File: config.mk
export PLATFORM = sky130hd
export DESIGN_NAME = fpu_issue_ctrl
export DESIGN_NICKNAME = d
export VERILOG_FILES = /design/src/rtl/fpu_issue_ctrl.sv
export SDC_FILE = /design/constraint.sdc
export NUM_CORES = 1
export LEC_CHECK = 0
export ABC_AREA = 1
export CORE_MARGIN = 2
export CORE_UTILIZATION = 45
export DETAILED_ROUTE_END_ITERATION = 8
export PLACE_DENSITY = 0.72
export SLEW_MARGIN = 20
export SYNTH_ARGS = -nofsm -noshare
export SYNTH_HDL_FRONTEND = slang
export SYNTH_SLANG_ARGS = --single-unit
File: constraint.sdc
create_clock -name ck -period 3.47 [get_ports ck]
set_input_delay 0.8675 -clock ck [delete_from_list [all_inputs] [get_ports ck]]
set_output_delay 0.8675 -clock ck [all_outputs]
set_load 0.02 [all_outputs]
File: src/rtl/fpu_issue_ctrl.sv
`default_nettype none
// ============================================================================
// Module  : fpu_issue_ctrl
// Brief   : In-order FPU issue controller with a register scoreboard, an
//           in-flight ID vector and a fixed-latency retirement pipeline.
// Revision: 1.0
// ============================================================================
module fpu_issue_ctrl #(
    parameter int NUM_REGS        = 32,
    parameter int PIPELINE_STAGES = 4,
    parameter int X_ID_WIDTH      = 4
) (
    input  logic                  ck,
    input  logic                  rst_n,
    input  logic                  i_issue_valid,
    output logic                  o_issue_ready,
    input  logic [31:0]           i_issue_instr,
    input  logic [X_ID_WIDTH-1:0] i_issue_id,
    input  logic [4:0]            i_issue_rs1,
    input  logic [4:0]            i_issue_rs2,
    input  logic [4:0]            i_issue_rs3,
    input  logic [2:0]            i_issue_rs_mask,
    input  logic [4:0]            i_issue_rd,
    input  logic                  i_issue_rd_we,
    input  logic                  i_flush,
    input  logic                  i_drain,
    output logic                  o_fpu_enable,
    output logic                  o_fpu_valid,
    output logic [31:0]           o_fpu_instruction,
    output logic [X_ID_WIDTH-1:0] o_fpu_id,
    output logic                  o_wb_valid,
    output logic [X_ID_WIDTH-1:0] o_wb_id,
    output logic [4:0]            o_wb_rd,
    output logic                  o_wb_we,
    output logic                  o_busy,
    output logic                  o_idle
);

    localparam int c_LAST    = PIPELINE_STAGES - 1;
    localparam int c_NUM_IDS = 1 << X_ID_WIDTH;

    localparam logic [1:0] c_ST_IDLE  = 2'd0;
    localparam logic [1:0] c_ST_RUN   = 2'd1;
    localparam logic [1:0] c_ST_DRAIN = 2'd2;
    localparam logic [1:0] c_ST_FLUSH = 2'd3;

    logic [1:0]                 r_state;
    logic [1:0]                 w_state_nxt;
    logic                       r_fpu_en;
    logic [PIPELINE_STAGES-1:0] r_pv;
    logic [PIPELINE_STAGES-1:0] r_pwe;
    logic [X_ID_WIDTH-1:0]      r_pid [PIPELINE_STAGES];
    logic [4:0]                 r_prd [PIPELINE_STAGES];
    logic [NUM_REGS-1:0]        r_sb;
    logic [NUM_REGS-1:0]        w_sb_nxt;
    logic [c_NUM_IDS-1:0]       r_idv;
    logic [c_NUM_IDS-1:0]       w_idv_nxt;
    logic                       w_hazard;
    logic                       w_ready;
    logic                       w_xfer;
    logic                       w_retire;
    logic                       w_inflight_nxt;

    // Hazards look only at registered state, so a retirement unblocks next cycle.
    always_comb begin
        w_hazard = r_idv[i_issue_id];
        for (int i = 0; i < NUM_REGS; i++) begin
            if (r_sb[i]) begin
                if (i_issue_rs_mask[0] && i_issue_rs1 == 5'(i)) w_hazard = 1'b1;
                if (i_issue_rs_mask[1] && i_issue_rs2 == 5'(i)) w_hazard = 1'b1;
                if (i_issue_rs_mask[2] && i_issue_rs3 == 5'(i)) w_hazard = 1'b1;
                if (i_issue_rd_we && i_issue_rd == 5'(i))       w_hazard = 1'b1;
            end
        end
    end

    // r_fpu_en doubles as a reset qualifier so nothing is accepted in reset.
    assign w_ready  = r_fpu_en && (r_state == c_ST_IDLE || r_state == c_ST_RUN)
                      && !i_drain && !i_flush && !w_hazard;
    assign w_xfer   = i_issue_valid && w_ready;
    assign w_retire = r_pv[c_LAST];

    assign o_issue_ready     = w_ready;
    assign o_fpu_enable      = r_fpu_en;
    assign o_fpu_valid       = w_xfer;
    assign o_fpu_instruction = w_xfer ? i_issue_instr : 32'h0;
    assign o_fpu_id          = w_xfer ? i_issue_id : '0;
    assign o_wb_valid        = r_pv[c_LAST];
    assign o_wb_id           = r_pid[c_LAST];
    assign o_wb_rd           = r_prd[c_LAST];
    assign o_wb_we           = r_pwe[c_LAST];
    assign o_busy            = |r_pv;
    assign o_idle            = (r_state == c_ST_IDLE);

    always_comb begin
        w_sb_nxt  = r_sb;
        w_idv_nxt = r_idv;
        if (w_retire) begin
            w_idv_nxt[r_pid[c_LAST]] = 1'b0;
            for (int i = 0; i < NUM_REGS; i++) begin
                if (r_pwe[c_LAST] && r_prd[c_LAST] == 5'(i)) w_sb_nxt[i] = 1'b0;
            end
        end
        if (w_xfer) begin
            w_idv_nxt[i_issue_id] = 1'b1;
            for (int i = 0; i < NUM_REGS; i++) begin
                if (i_issue_rd_we && i_issue_rd == 5'(i)) w_sb_nxt[i] = 1'b1;
            end
        end
        if (i_flush) begin
            w_sb_nxt  = '0;
            w_idv_nxt = '0;
        end
    end

    // Operations still in flight after this edge: all but the retiring stage.
    always_comb begin
        w_inflight_nxt = w_xfer;
        for (int s = 0; s < c_LAST; s++) begin
            if (r_pv[s]) w_inflight_nxt = 1'b1;
        end
    end

    always_comb begin
        w_state_nxt = r_state;
        case (r_state)
            c_ST_IDLE: begin
                if (i_drain)     w_state_nxt = c_ST_DRAIN;
                else if (w_xfer) w_state_nxt = c_ST_RUN;
            end
            c_ST_RUN: begin
                if (i_drain)              w_state_nxt = c_ST_DRAIN;
                else if (!w_inflight_nxt) w_state_nxt = c_ST_IDLE;
            end
            c_ST_DRAIN: begin
                if (!i_drain && !o_busy) w_state_nxt = c_ST_IDLE;
            end
            c_ST_FLUSH: w_state_nxt = c_ST_IDLE;
            default:    w_state_nxt = c_ST_IDLE;
        endcase
        if (i_flush) w_state_nxt = c_ST_FLUSH;
    end

    always_ff @(posedge ck or negedge rst_n) begin
        if (!rst_n) begin
            r_state  <= c_ST_IDLE;
            r_fpu_en <= 1'b0;
            r_pv     <= '0;
            r_pwe    <= '0;
            r_sb     <= '0;
            r_idv    <= '0;
            for (int s = 0; s < PIPELINE_STAGES; s++) begin
                r_pid[s] <= '0;
                r_prd[s] <= '0;
            end
        end else begin
            r_state  <= w_state_nxt;
            r_fpu_en <= 1'b1;
            r_sb     <= w_sb_nxt;
            r_idv    <= w_idv_nxt;
            r_pv[0]  <= w_xfer;
            r_pwe[0] <= i_issue_rd_we;
            r_pid[0] <= i_issue_id;
            r_prd[0] <= i_issue_rd;
            for (int s = 1; s < PIPELINE_STAGES; s++) begin
                r_pv[s]  <= r_pv[s-1] && !i_flush;
                r_pwe[s] <= r_pwe[s-1];
                r_pid[s] <= r_pid[s-1];
                r_prd[s] <= r_prd[s-1];
            end
        end
    end

endmodule
`default_nettype wire

# After elaboration in Yosys (flattened, before gate mapping)
# Cells that the tools add are included.
# word_totals
word_cells	614
regBits	95
# op_classes
bitwise	3
mux	248
reduce_logical	184
eq_ne	161
n_lt_le_gt_ge	4
# op_table
op	n
== test 5 bit, second input constant	80
two-way mux 1 bit	230
== test 5 x 4 -> 1 bit, second input constant	40
logical AND 1 bit	171
two-way mux 32 bit	4
== test 5 x 3 -> 1 bit, second input constant	20
== test 5 x 2 -> 1 bit, second input constant	10
two-way mux 16 bit	3
== test 5 x 1 -> 1 bit, second input constant	5
zero test 5 bit	5
bitwise AND 16 bit	1
NOT 16 bit	1
OR 16 bit	1
two-way mux 2 bit	6
less-than comparator 4 x 5 -> 1 bit, second input constant	2
demux 1 bit (select 4 bit)	2
greater-or-equal comparator 4 x 1 -> 1 bit, second input constant	2
one-hot mux 2 bit (4 select lines)	1
binary-select mux 1 bit (select 4 bit)	1
== test 2 bit, second input constant	2
zero test 1 bit	4
two-way mux 4 bit	1
!= test 4 x 3 -> 1 bit, second input constant	1
!= test 4 bit, second input constant	1
6 further kinds	6

# Depth between registers and ports, before layout
# logic_depth
depth_word	172
depth_mapped	19

# Least setup slack after synthesis
# OpenSTA, ideal clock, no wires.
# synth_timing
path_kind	input to output
from	in i_issue_rd_we
to	out o_fpu_id[0]
path_stages	14
arrival_time_ps	2545
path_slack_ps	58
cell_sequence	nand2_1 -> inv_1 -> clkbuf_1 -> nand3_1 -> nand2_1 -> o21ai_0 -> nand2_1 -> nor2_1 -> nand3_1 -> nor2_1 -> nand3_1 -> buf_2 -> buf_2 -> nor2_1
# synth_via
elab_chain_cells	162
# synth_rtl
element	line	text
start: declaration	24	input logic i_issue_rd_we,
logical AND 1 bit	72	if (i_issue_rd_we && i_issue_rd == 5'(i)) w_hazard = 1'b1;
two-way mux 1 bit	72	
two-way mux 1 bit	68	if (r_sb[i]) begin
two-way mux 1 bit	69	if (i_issue_rs_mask[0] && i_issue_rs1 == 5'(i)) w_hazard = 1'b1;
two-way mux 1 bit	70	if (i_issue_rs_mask[1] && i_issue_rs2 == 5'(i)) w_hazard = 1'b1;
two-way mux 1 bit	71	if (i_issue_rs_mask[2] && i_issue_rs3 == 5'(i)) w_hazard = 1'b1;
two-way mux 1 bit	72	
two-way mux 1 bit	68	
[146 not listed]	--	
two-way mux 1 bit	70	
two-way mux 1 bit	71	
two-way mux 1 bit	72	
two-way mux 1 bit *	68	
zero test 1 bit *	79	&& !i_drain && !i_flush && !w_hazard;
logical AND 1 bit *	79	
logical AND 1 bit *	80	assign w_xfer = i_issue_valid && w_ready;
two-way mux 4 bit *	87	assign o_fpu_id = w_xfer ? i_issue_id : '0;
end: declaration	30	output logic [X_ID_WIDTH-1:0] o_fpu_id,
# Every way passes the cells marked *; elsewhere a longest branch is shown, timed or not.

# Worst setup path after layout
# layout_timing
from	in i_issue_rd[3]
to	out o_fpu_instruction[3]
# layout_via
elab_chain_cells	163
# layout_rtl
element	line	text
start: declaration	23	input logic [4:0] i_issue_rd,
zero test 5 bit	72	
logical AND 1 bit	72	
two-way mux 1 bit	72	
two-way mux 1 bit	68	
two-way mux 1 bit	69	
two-way mux 1 bit	70	
two-way mux 1 bit	71	
two-way mux 1 bit	72	
[147 not listed]	--	
two-way mux 1 bit	70	
two-way mux 1 bit	71	
two-way mux 1 bit	72	
two-way mux 1 bit *	68	
zero test 1 bit *	79	
logical AND 1 bit *	79	
logical AND 1 bit *	80	
two-way mux 32 bit *	86	assign o_fpu_instruction = w_xfer ? i_issue_instr : 32'h0;
end: declaration	29	output logic [31:0] o_fpu_instruction,
# Marked as above.

==> out/results.tsv <==
stage	metric	value	unit
floorplan	pin_count	117	
yosys	yosysWarnings	0	
outcome	violations	setup timing	
route	drtAntennaViolNets	0	
job	cap_viol_max_count	0	
worst_setup_path	required	2.60	ns
floorplan	initial_core_util	0.456	
floorplan	dieHeight	116	µm
layout	finalNetCount	1147	
global_route	antenna_found_initial	2	
clock_network	cts_buffers	9	
timing	clock_skew	0.00897	ns
yosys	synth_edf_count	0	
route	vias_per_cell	5.34	
timing	relSlewSlack	0.492	
worst_setup_path	cp_slowest_stage_delay	0.23	ns
placed_design	gp_congestion	0.974	
timing	hold_viol	0	
global_route	grt_start_max_net_pins	81	
power_and_ir_drop	power_switching	0.722	mW
route	drt-wirelength-per-cell	17.7	µm
timing	rsz0062_at_grt	true	
timing	setup_tns	-8.52	ns
worst_setup_path	crit_type	in -> out	
yosys	syn_area	5680	µm²
floorplan	die-area	13500	µm²
timing	period_share	1.10	
worst_setup_path	cp_cell_sequence	clkdlybuf4s15_2, buf_4, nand2_4, nor2_2, nand2_1, nand2_1, o21ai_2, nand2_1, nor2_2, nand3_2, nor2_4, nand3_4, buf_12, clkbuf_16, nor2_1, buf_4	
worst_setup_path	crit_path_max_fanout	9	
placed_design	dpl-instance-area	7640	µm²
yosys	synth-main-ff-cell	dfrtp_1	
layout	design_area	8820	µm²
worst_setup_path	r2r-start	r_idv[8]	
placed_design	portBuffers	116	
power_and_ir_drop	ir_worst_vdd	0.309	mV
worst_hold_path	hold_class	reg -> reg	
floorplan	coreArea	12500	µm²
route	drt_first_pass_iters	5	
route	via_count	6733	
layout	syn_to_final_growth	55.2	%
placed_design	dp_hpwl	14.8	mm
clock_network	max-clock-path-buffers	2	
timing	drv_slew	0	
clock_network	cts_tree	done	
worst_setup_path	cp.arrival	2.96	ns
worst_setup_path	crit_start	i_issue_rd[3]	
power_and_ir_drop	power.density	318	nW/µm²
power_and_ir_drop	power_frac_comb	0.180	
power_and_ir_drop	pwr-share-seq	0.411	
worst_setup_path	cp.depth	16	
worst_setup_path	rrSetupSlack	0.79	ns
worst_setup_path	critPathTopFamily	simple AND/OR/NAND/NOR gates	
layout	drive_above_1_share	0.295	
yosys	yosysTopAreaCell	dfrtp_1	
route	drc	0	
yosys	synth_cell_type_count	26	
yosys	synthCells	863	
yosys	synth-async-reset-ratio	1.00	
yosys	syn_avg_cell_area	6.58	µm²
worst_setup_path	crit_path_start_kind	input pin	
power_and_ir_drop	p_int	2.08	mW
floorplan	std_cell_rows	41	
yosys	syn_nets	928	
yosys	synth_top_area_frac	0.419	
global_route	track_usage	0.314	
route	first_iter_violations	768	
global_route	grt_first_pass_wirelength	32.1	mm
clock_network	cts.sinks	95	
outcome	status	finished, violations left	
clock_network	htreeDepth	3	
timing	fin_ws	-0.353	ns
clock_network	worstSkewPairLatency	0.35	ns
worst_setup_path	r2r_end	r_sb[10]	
yosys	synthTopCellsByArea	dfrtp_1 42%, nand2_1 16%, nor2_1 11%	
power_and_ir_drop	leakagePower	4.29	nW
timing	setup_viol	38	
worst_hold_path	hp-start	r_pwe[1]	
power_and_ir_drop	p_clk_frac	0.409	
floorplan	die_w	116	µm
worst_setup_path	end_kind	output port	
clock_network	cts-root-buf	clkbuf_16	
worst_setup_path	r2r_cells	17	
worst_setup_path	critPathBufInv	5	
timing	tightest_slew	0.760	ns
global_route	first_global_vias	6138	
timing	fmax	0.262	GHz
power_and_ir_drop	p_sw_frac	0.257	
clock_network	clkTransAtPathRegs	0.06	ns
yosys	ys_seq_elements	95	
route	drt-total-wl	22.4	mm
worst_setup_path	worst_path_most_repeated_cell	nand2_1	
global_route	globalRoute.totalOverflow	0	
timing	fin_crit	3.82	ns
worst_setup_path	crit_end	o_fpu_instruction[3]	
worst_setup_path	slowest_stage	clkdlybuf4s15_2	
yosys	synth.yosys.seq_area_share	0.419	
cell usage after synthesis, drive strengths merged, types with 2 or more instances:
cell / number
clkbuf: 13
buf: 26
o21ai: 64
a21oi: 52
o31ai: 4
nand4: 17
nor3: 2
dfrtp: 95
nor2: 164
a22oi: 5
inv: 100
nand2: 238
nand3: 76
power by group through the flow:
stage / clock, mW / sequential (mW) / combinational, mW
2_1_floorplan: 0 / 1.17 / 0.163
3_3_place_gp: 0 / 1.17 / 0.409
6_report: 1.15 / 1.15 / 0.504
3_5_place_dp: 0 / 1.17 / 0.410
5_1_grt: 1.21 / 1.16 / 0.541
4_1_cts: 1.17 / 1.15 / 0.476
per-stage QoR:
stage / util / instances / hold WS, ns / setup WS [ns] / power (mW)
finish: 0.707 / 1261 / 0.347 / -0.353 / 2.81
global route: 0.707 / 1261 / 0.348 / -0.463 / 2.91
CTS: 0.685 / 1253 / 0.349 / -0.220 / 2.80
detailed placement: 0.613 / 1212 / 0.335 / -1.08 / 1.58
global placement: 0.613 / 1212 / 0.331 / -1.10 / 1.58
floorplan: - / 863 / 0.331 / 0.0575 / 1.33
worst register-to-register path: cells and delay by family, from the launching register on:
kind	cells	cell delay (ns)
DFF	1	0.37
and+or+nand+nor	11	1.17
AOI/OAI and AO/OA	2	0.29
buffers and inverters	4	0.75
worst min path at each step:
stage / end / depth (start not counted)
floorplan: o_wb_id[0] / 0
global placement: r_pwe[3] / 0
detailed placement: r_pwe[2] / 0
CTS: r_pwe[2] / 0
global route: r_prd[10] / 0
finish: r_pwe[2] / 0
flip-flops by register name, summed over array words and instances, names as in the netlist:
name	count
o_fpu_enable	1
o_wb_id	4
o_wb_rd	5
r_idv	16
r_pid	12
r_prd	15
r_pv	4
r_pwe	4
r_sb	32
r_state	2
metal layers:
| metal | vias up | routed length [µm] | GRT usage |
|---|---|---|---|
| li1 | 3166 | - | - |
| met1 | 3157 | 9120 | 0.438 |
| met2 | 356 | 10500 | 0.488 |
| met3 | 54 | 2160 | 0.0706 |
| met4 | 0 | 599 | 0.105 |
| met5 | - | 0 | 0 |
kinds of logic after synthesis:
group	Yosys count	share of synthesized area
buffers and inverters	139	0.104
other	1	0.000660
DFF	95	0.419
AOI/OAI and AO/OA	128	0.118
and+or+nand+nor	500	0.358
cells in the final DEF (no fill, tap or decap), types with 3 or more instances in the layout:
cell type	n
clkdlybuf4s50_1	48
nand3_1	72
nor2_1	120
buf_4	120
buf_12	8
clkdlybuf4s15_2	8
clkbuf_16	11
inv_1	79
a21oi_1	51
nand2_2	27
nand4_1	17
o21ai_0	39
nand2_1	203
nand3_2	3
buf_2	10
dfrtp_1	95
inv_2	16
buf_6	37
buf_16	4
nand2_4	8
o21ai_1	20
o31ai_1	4
nor2_4	22
nor2_2	22
clkinvlp_4	5
a22oi_1	5
dlygate4sd2_1	3
bufinv_16	3
o21ai_2	5
layout make-up:
type                            instances  area (µm²)
Clock buffer                           11         243
Clock inverter                          5         104
Antenna cell                            2        5.00
Inverter                              100         393
Fill cell                            1045        3650
Multi-Input combinational cell        629        3100
Timing Repair inverter                  1        7.51
Tap cell                              172         215
Sequential cell                        95        2380
Timing Repair Buffer                  246        2370
repair_timing:
item                       CTS  global route
pin swaps                   38             4
setup buffers               18             5
setup endpoints to repair   47            38
resized for setup          399            75
gates cloned                 7             2
hold buffers                 0             0
Note: power is estimated with default switching activity, not from simulation.
==> edit: new RTL, config.mk and constraints unchanged <==
Change the parameter `PIPELINE_STAGES` from 4 to 8.
--- a/src/rtl/fpu_issue_ctrl.sv
+++ b/src/rtl/fpu_issue_ctrl.sv
@@ -9,3 +9,3 @@
     parameter int NUM_REGS        = 32,
-    parameter int PIPELINE_STAGES = 4,
+    parameter int PIPELINE_STAGES = 8,
     parameter int X_ID_WIDTH      = 4
Function: changed (Yosys sat finds a counterexample within 10 cycles, from zero or initial values and one cycle with rst_n low).
==> edit against the unedited design <==
- the run still ends with setup timing left
- power is 45% higher
- first-iteration DRC count is 5.3% lower
- synthesized area is 20% higher
- cell count is 7.6% higher
- largest power group is now the clock network
- sequential cell count is 44 higher
- critical endpoint is now o_fpu_instruction[13]
- wire length is 1.1% lower
- setup slack better by 230 ps
- cell area is 16% higher
==> edit: results (changes against the unedited design) <==
* Top post-synthesis cells by count: nand2_1 (249), nor2_1 (173), dfrtp_1 (139), inv_1 (95), nand3_1 (62)
* Outcome: complete, but fails checks
* Failing checks: setup timing
* Number of diodes at 0 (-2)
* Worst path slowest cell: buf_6
* Tot GR Track Use at 0.258 (-0.0562)
* Biggest regs: r_prd (35), r_sb (32), r_pid (28)
* Setup WS post-layout at -119 ps (+233 ps)
* Compound-Gate Fraction of Synth Area at 0.104 (-0.0145)
* Clock latency on the worst-skew pair at 410 ps (+60 ps)
* Slew @ Worst Pin at 680 ps (-80.4 ps)
* Critical Path AT at 2720 ps (-240 ps)
* DR vias at 7157 (+6.3%)
* Setup TNS at -2890 ps (+5630 ps)
* Top cells by area in the synthesized netlist: dfrtp_1 (51%), nand2_1 (14%), nor2_1 (9.5%)
* Met2 wire len at 11.3 mm (+7.6%)
* Vias in the first global route at 6558 (+6.8%)
* Largest net degree at the start of global routing at 63 (-22%)
* Final setup viols at 37 (-2.6%)
* Final net count at 1222 (+6.5%)
* Met1 Use GR at 0.339 (-0.0986)
* DR WL met3 at 1.46 mm (-32%)
* Worst Setup SP: i_issue_rs_mask[2]
* Gp weighted congestion at 0.993 (+2.0%)
* Post-Syn Nets at 992 (+6.9%)
* DRT iter0 DRCs at 727 (-5.3%)
* Layout cell share with drive strength beyond 1 at 0.310 (+0.0144)
* Leakage power at 4.99 nW (+16%)
* Final WL at 22.1 mm (-1.1%)
* Reg-to-reg critical path startpoint: r_idv[10]
* Post-place instance area at 8830 µm² (+16%)
* Hpwl dp at 14.8 mm (-0.40%)
* Num CTS Buffers at 17 (+8)
* Placed instance count at 1298 (+7.1%)
* Register area share after synthesis at 0.509 (+0.0904)
edit: cell types whose count changed in the layout (fill, tap and decap cells not counted), sizes merged, moves of 4 or more:
cell / before / now
dfrtp: 95 / 139
nand2: 238 / 251
nand3: 76 / 63
inv: 97 / 109
buf: 181 / 192
nor2: 164 / 175
clkbuf: 15 / 23
clkdlybuf4s15: 9 / 1
o21ai: 64 / 71
nand4: 17 / 12
a21oi: 52 / 56
edit: final timing paths:
path | endpoint | slack, ps | cells past startpoint
setup / recovery | o_fpu_instruction[13] | -120 | 15
hold / removal | r_pwe[6] | 350 | 0
setup reg to reg | r_sb[24] | 820 | 17
hold reg to reg | r_pwe[6] | 350 | 0
max in group asynchronous | r_idv[2] | 2240 | 2
min in group asynchronous | o_wb_id[1] | 420 | 1
edit: kinds of logic after synthesis:
| logic type | count (synthesis) |
|---|---|
| simple gates | 506 |
| flops | 139 |
| buf+inv | 144 |
| compound gates | 137 |
| other cells | 1 |
edit: area by class of cell:
class	instances	area [µm²]
Fill cell	1237	4820
Clock buffer	17	425
Tap cell	188	235
Inverter	105	420
Sequential cell	139	3480
Multi-Input combinational cell	645	3270
Timing Repair inverter	2	12.5
Timing Repair Buffer	247	2180
Clock inverter	14	184
edit: what timing repair did:
action,CTS,global route
buffers inserted,15,7
gates cloned,4,5
pin swaps,50,44
resized for setup,393,158
endpoints found under the setup margin,38,38
edit: power by group:
group | switching, mW | internal, mW | leakage (nW)
clock | 0.722 | 1.14 | 0.285
combinational | 0.289 | 0.210 | 2.95
sequential | 0.0237 | 1.67 | 1.75
total | 1.04 | 3.03 | 4.99
edit: worst register-to-register path: cells and delay by family (launching register included):
family / cells / cell delay, ps
buffers and inverters: 4 / 730
AOI/OAI and AO/OA: 1 / 190
and+or+nand+nor: 12 / 1270
DFF: 1 / 370
